File: src/rtl/exp_ctrl_pkg.sv
// Shared definitions for the exposure timer: FSM state encodings and the
// saturating exposure-step rule used by the adjustment logic.
package exp_ctrl_pkg;

  localparam logic [1:0] ST_IDLE   = 2'd0;
  localparam logic [1:0] ST_CLEAR  = 2'd1;
  localparam logic [1:0] ST_EXPOSE = 2'd2;
  localparam logic [1:0] ST_DONE   = 2'd3;

  // Opposing edges in the same cycle cancel; steps never cross lo/hi.
  function automatic int unsigned exp_adjust(input int unsigned cur,
                                             input logic        up,
                                             input logic        dn,
                                             input int unsigned lo,
                                             input int unsigned hi);
    int unsigned nxt;
    nxt = cur;
    if (up && !dn && (cur < hi)) begin
      nxt = cur + 32'd1;
    end else if (dn && !up && (cur > lo)) begin
      nxt = cur - 32'd1;
    end else begin
      nxt = cur;
    end
    return nxt;
  endfunction

endpackage

File: src/rtl/exp_tick_gen.sv
// Exposure-unit prescaler: counts 0..TICK_DIV-1 while enabled and flags the
// last count of each unit. Held at zero whenever disabled.
module exp_tick_gen #(
  parameter int unsigned TICK_DIV = 4
) (
  input  logic Clk,
  input  logic Reset,
  input  logic Enable,
  output logic Tick
);

  localparam int unsigned   CW   = (TICK_DIV > 1) ? $clog2(TICK_DIV) : 1;
  localparam logic [CW-1:0] LAST = CW'(TICK_DIV - 1);

  logic [CW-1:0] cnt_q;
  logic [CW-1:0] cnt_d;

  // next prescaler count
  always_comb begin
    cnt_d = '0;
    if (Enable) begin
      if (cnt_q == LAST) begin
        cnt_d = '0;
      end else begin
        cnt_d = cnt_q + CW'(1);
      end
    end else begin
      cnt_d = '0;
    end
  end

  // prescaler register
  always_ff @(posedge Clk) begin
    if (Reset) begin
      cnt_q <= '0;
    end else begin
      cnt_q <= cnt_d;
    end
  end

  assign Tick = Enable && (cnt_q == LAST);

endmodule

File: src/rtl/exp_timer_ctrl.sv
// Exposure timer controller: button-adjustable exposure setting and an
// IDLE/CLEAR/EXPOSE/DONE sequencer driving an external unit counter.
module exp_timer_ctrl
  import exp_ctrl_pkg::*;
#(
  parameter int unsigned EXP_W    = 5,
  parameter int unsigned EXP_MIN  = 2,
  parameter int unsigned EXP_MAX  = 30,
  parameter int unsigned EXP_INIT = 5,
  parameter int unsigned TICK_DIV = 4
) (
  input  logic             Clk,
  input  logic             Reset,
  input  logic             Exp_Increase,
  input  logic             Exp_Decrease,
  input  logic             Exp_Start,
  output logic [EXP_W-1:0] Exp_Time,
  output logic             Exp_Busy,
  output logic             Exp_Done,
  output logic             Counter_Clk,
  output logic             Counter_Reset
);

  if (!((EXP_MIN >= 32'd1) && (EXP_MIN <= EXP_INIT) && (EXP_INIT <= EXP_MAX) &&
        (64'(EXP_MAX) < (64'd1 << EXP_W)) && (TICK_DIV >= 32'd1))) begin : g_bad_params
    $fatal(1, "exp_timer_ctrl: illegal parameter combination");
  end

  logic [1:0]       state_q, state_d;
  logic [EXP_W-1:0] exp_time_q, exp_time_d;
  logic [EXP_W-1:0] remaining_q, remaining_d;
  logic             inc_prev_q, dec_prev_q;
  logic             busy_q, busy_d;
  logic             done_q, done_d;
  logic             crst_q, crst_d;
  logic             inc_edge_s, dec_edge_s;
  logic             expose_s, tick_s;

  assign inc_edge_s = Exp_Increase & ~inc_prev_q;
  assign dec_edge_s = Exp_Decrease & ~dec_prev_q;
  assign expose_s   = (state_q == ST_EXPOSE);

  exp_tick_gen #(
    .TICK_DIV (TICK_DIV)
  ) u_tick_gen (
    .Clk    (Clk),
    .Reset  (Reset),
    .Enable (expose_s),
    .Tick   (tick_s)
  );

  // sequencer next state, setting adjustment and remaining-unit countdown
  always_comb begin
    state_d     = state_q;
    exp_time_d  = exp_time_q;
    remaining_d = remaining_q;
    case (state_q)
      ST_IDLE: begin
        exp_time_d = EXP_W'(exp_adjust(32'(exp_time_q), inc_edge_s, dec_edge_s,
                                       EXP_MIN, EXP_MAX));
        if (Exp_Start) begin
          state_d = ST_CLEAR;
        end else begin
          state_d = ST_IDLE;
        end
      end
      ST_CLEAR: begin
        remaining_d = exp_time_q;
        state_d     = ST_EXPOSE;
      end
      ST_EXPOSE: begin
        if (tick_s) begin
          remaining_d = remaining_q - EXP_W'(1);
          if (remaining_q == EXP_W'(1)) begin
            state_d = ST_DONE;
          end else begin
            state_d = ST_EXPOSE;
          end
        end else begin
          state_d = ST_EXPOSE;
        end
      end
      ST_DONE: begin
        state_d = ST_IDLE;
      end
      default: begin
        state_d = ST_IDLE;
      end
    endcase
  end

  // status outputs are registered from the upcoming state
  always_comb begin
    busy_d = (state_d == ST_CLEAR) || (state_d == ST_EXPOSE);
    done_d = (state_d == ST_DONE);
    crst_d = (state_d == ST_CLEAR);
  end

  // state, setting, edge-detect and output registers
  always_ff @(posedge Clk) begin
    if (Reset) begin
      state_q     <= ST_IDLE;
      exp_time_q  <= EXP_W'(EXP_INIT);
      remaining_q <= '0;
      inc_prev_q  <= 1'b0;
      dec_prev_q  <= 1'b0;
      busy_q      <= 1'b0;
      done_q      <= 1'b0;
      crst_q      <= 1'b0;
    end else begin
      state_q     <= state_d;
      exp_time_q  <= exp_time_d;
      remaining_q <= remaining_d;
      inc_prev_q  <= Exp_Increase;
      dec_prev_q  <= Exp_Decrease;
      busy_q      <= busy_d;
      done_q      <= done_d;
      crst_q      <= crst_d;
    end
  end

  assign Exp_Time      = exp_time_q;
  assign Exp_Busy      = busy_q;
  assign Exp_Done      = done_q;
  assign Counter_Reset = crst_q;
  assign Counter_Clk   = tick_s;

endmodule
File: config.mk
export PLATFORM = sky130hd
export DESIGN_NAME = exp_timer_ctrl
export DESIGN_NICKNAME = d
export VERILOG_FILES = /design/src/rtl/exp_ctrl_pkg.sv /design/src/rtl/exp_tick_gen.sv /design/src/rtl/exp_timer_ctrl.sv
export SDC_FILE = /design/constraint.sdc
export NUM_CORES = 1
export LEC_CHECK = 0
export BUFFER_PORTS_ARGS = -buffer_cell sky130_fd_sc_hd__buf_4
export CAP_MARGIN = 20
export CORE_ASPECT_RATIO = 1.4
export CORE_UTILIZATION = 50
export DETAILED_ROUTE_END_ITERATION = 10
export PLACE_DENSITY_LB_ADDON = 0.15
export SYNTH_ARGS = -nofsm -noshare
export SYNTH_HDL_FRONTEND = slang
export SYNTH_SLANG_ARGS = --single-unit
File: constraint.sdc
create_clock -name Clk -period 2.5 [get_ports Clk]
set_input_delay 0.125 -clock Clk [delete_from_list [all_inputs] [get_ports Clk]]
set_output_delay 0.125 -clock Clk [all_outputs]
set_load 0.05 [all_outputs]
==> flow_summary.json <==
{
  "status": "completed",
  "wire_per_inst_um": 12.7,
  "antenna_found_initial": 0,
  "core_mm2": 0.00182,
  "r2r_cells": 8,
  "critPathCaptureType": "flop",
  "required_ps": 2720,
  "die_h_um": 54.8,
  "drc": 0,
  "layout-area-overhead-vs-synth_pct": 14.2,
  "setup_ws_ps": 336,
  "portBuffers": 13,
  "avgSynthCellArea_um2": 9.66,
  "rows": 18,
  "ant_nets": 0,
  "cts-hold-fix-buffers": 0,
  "dp_slack_ps": 332,
  "r2r-end": "Exp_Time[4]",
  "clkSinkCount": 19,
  "dp_hpwl_um": 1280,
  "grt_max_degree": 21,
  "first_pass_iters": 4,
  "rsz0062_at_grt": "false",
  "dieArea_mm2": 0.00217,
  "ir_worst_vdd_mv": 0.514,
  "drt_iter0_drc": 6,
  "wl_um": 1750,
  "nFillCells": 173,
  "viasPerCell": 5.54,
  "holdPathStages": 2,
  "fin_setup_tns_ps": 0,
  "maxCapViolCount": 0,
  "cts_setup_buffers": 0,
  "hold_start": "Exp_Increase",
  "setup_viol": 0,
  "clkTransAtPathRegs_ps": 110,
  "cts_buffers": 3,
  "synth_top_area_share_pct": 38.2,
  "seqCellArea_um2": 380,
  "crit_top_cell": "a21oi_1",
  "hold_class": "primary input to flop",
  "cts_buffer_depth": 2,
  "htree_levels": 1,
  "min_period_ps": 2160,
  "io_pins": 14,
  "crit-reg2reg-launch": "Exp_Time[1]",
  "ys_top_cells_by_area": "dfxtp_1, ha_1, nor2b_1",
  "cts_tree": "done",
  "synth_area_leader_cell": "dfxtp_1",
  "fin_crit_sh_pct": 86.5,
  "die_w_um": 39.7,
  "p_leak_nw": 0.479,
  "critPathKind": "flop to flop",
  "clk_latency_ps": 310,
  "start_util_pct": 54.5,
  "worst_ep_arrival_time_ps": 2380,
  "yosysUniqueCellTypes": 35,
  "worst_pin_slew_ps": 401,
  "async_reset_ff_share_pct": 0,
  "path_max_fanout": 7,
  "n_antenna_cell": 0,
  "cp_top_family": "compound AO/OA/AOI/OAI gates",
  "synth_area_um2": 995,
  "fmax_mhz": 462,
  "start_kind": "flop",
  "synth_edf_count": 0,
  "ctsRootBufferMaster": "clkbuf_4",
  "syn_nets": 121,
  "seq_area_frac_synth_pct": 38.2,
  "finalMaxSlewViolations": 0,
  "cp_slowest_cell": "fa_1",
  "multi_input_area_um2": 584,
  "critPathMaxStageDelay_ps": 500,
  "first_global_vias": 700,
  "worstPathCellList": "nand4_1 > nand3_1 > fa_1 > a21o_1 > a21oi_1 > xnor2_1 > a21oi_1 > a31o_1",
  "syn_inst": 103,
  "vias": 765,
  "overflow": 0,
  "maxSlewHeadroom_pct": 73.0,
  "grt_pass1_wl_um": 2860,
  "gp_congestion": 0.688,
  "grt_use_total_pct": 19.4,
  "ff2ff_setup_slack_ps": 340,
  "fin_skew_ps": 1.12,
  "path_buf_inv": 0,
  "report.final.hold_viol_count": 0,
  "ys.flop_type": "dfxtp_1",
  "p_per_area_mw_per_mm2": 699,
  "yosys_warnings": 0,
  "ys_ff_latch": 19,
  "min_to": "inc_prev_q",
  "cts-resized-gates": 0,
  "nets": 137,
  "drive_gt1_share_pct": 16.9
}
-- flip-flops by register name (all words and copies together) (netlist names) --
register,flops
inc_prev_q,1
remaining_q,5
u_tick_gen.cnt_q,2
Exp_Busy,1
Counter_Reset,1
Exp_Time,5
dec_prev_q,1
state_q,2
Exp_Done,1
-- synthesized netlist by cell type (2+ instances only) --
| cell type | n |
|---|---|
| o21ai_0 | 4 |
| nor2_1 | 10 |
| mux2i_1 | 2 |
| dfxtp_1 | 19 |
| a21oi_1 | 6 |
| nor3_1 | 2 |
| nand4_1 | 2 |
| nand3_1 | 2 |
| inv_1 | 5 |
| nand2b_1 | 3 |
| xnor2_1 | 3 |
| nand2_1 | 3 |
| ha_1 | 12 |
| a31oi_1 | 2 |
| nor2b_1 | 8 |
-- kinds of logic after synthesis --
group / Yosys count / share of synthesized area (%)
buffers and inverters: 8 / 3.02
xor gates and xnor gates: 4 / 3.52
muxes: 2 / 2.01
AOI/OAI and AO/OA: 21 / 15.0
adders and majority gates: 13 / 17.1
and+or+nand+nor: 36 / 21.1
DFF: 19 / 38.2
-- how the worst max path moves through the flow --
| stage | cells past startpoint | end | slack (ps) | start |
|---|---|---|---|---|
| 6_report | 8 | Exp_Time[4] | 340 | Exp_Time[1] |
| 5_1_grt | 8 | Exp_Time[4] | 180 | Exp_Time[1] |
| 4_1_cts | 8 | Exp_Time[4] | 320 | Exp_Time[1] |
| 3_5_place_dp | 8 | Exp_Time[4] | 330 | Exp_Time[1] |
| 3_3_place_gp | 8 | Exp_Time[4] | 400 | Exp_Time[1] |
| 2_1_floorplan | 8 | Exp_Time[4] | 180 | Exp_Time[1] |
-- stage by stage --
step	cell area [um^2]	util, %	instances	hold slack (ps)	power [mW]
after global placement	1110	60.8	134	353	0.631
final	1140	62.3	138	27.7	0.794
after detailed placement	1110	60.8	134	360	0.638
after CTS	1140	62.3	138	34.0	0.799
after global routing	1140	62.3	138	62.3	0.837
after floorplan	995	-	103	253	0.572
-- final cells by class --
cell class	count	area share, %
Clock buffer	4	2.31
Tap cell	20	2.20
Sequential cell	19	33.5
Multi-Input combinational cell	76	51.4
Timing Repair Buffer	13	8.59
Inverter	6	1.98
-- placed cells by master (no fill, tap or decap) --
master	instances
a2111oi_0	1
a2111oi_1	1
a211o_1	1
a211oi_1	1
a21boi_4	1
a21o_1	1
a21o_2	1
a21oi_1	6
a22oi_1	1
a31o_1	1
a31oi_1	2
buf_4	13
clkbuf_1	1
clkbuf_4	3
clkinv_1	1
dfxtp_1	19
fa_1	1
ha_1	12
inv_1	5
mux2i_1	2
nand2_1	3
nand2b_1	3
nand2b_4	1
nand3_1	2
nand4_1	2
nand4b_1	1
nor2_1	10
nor2b_1	8
nor3_1	2
nor4b_1	1
nor4bb_1	1
o21ai_0	4
or3_4	1
or4_1	1
xnor2_1	3
xor2_1	1
-- per-layer routing --
| layer | track usage, % | up-vias | part of all wire, % |
|---|---|---|---|
| met3 | 3.66 | 5 | 2.4 |
| li1 | - | 390 | - |
| met1 | 22.4 | 356 | 48 |
| met5 | 0 | - | 0 |
| met4 | 12.1 | 0 | 3.2 |
| met2 | 32.0 | 14 | 47 |
-- power by group --
group          internal (mW)  total [mW]  switching (mW)
registers              0.333       0.367          0.0335
logic                  0.109       0.263           0.154
clock network         0.0625       0.165           0.102
total                  0.505       0.794           0.290
Note: power is estimated with default switching activity, not from simulation.
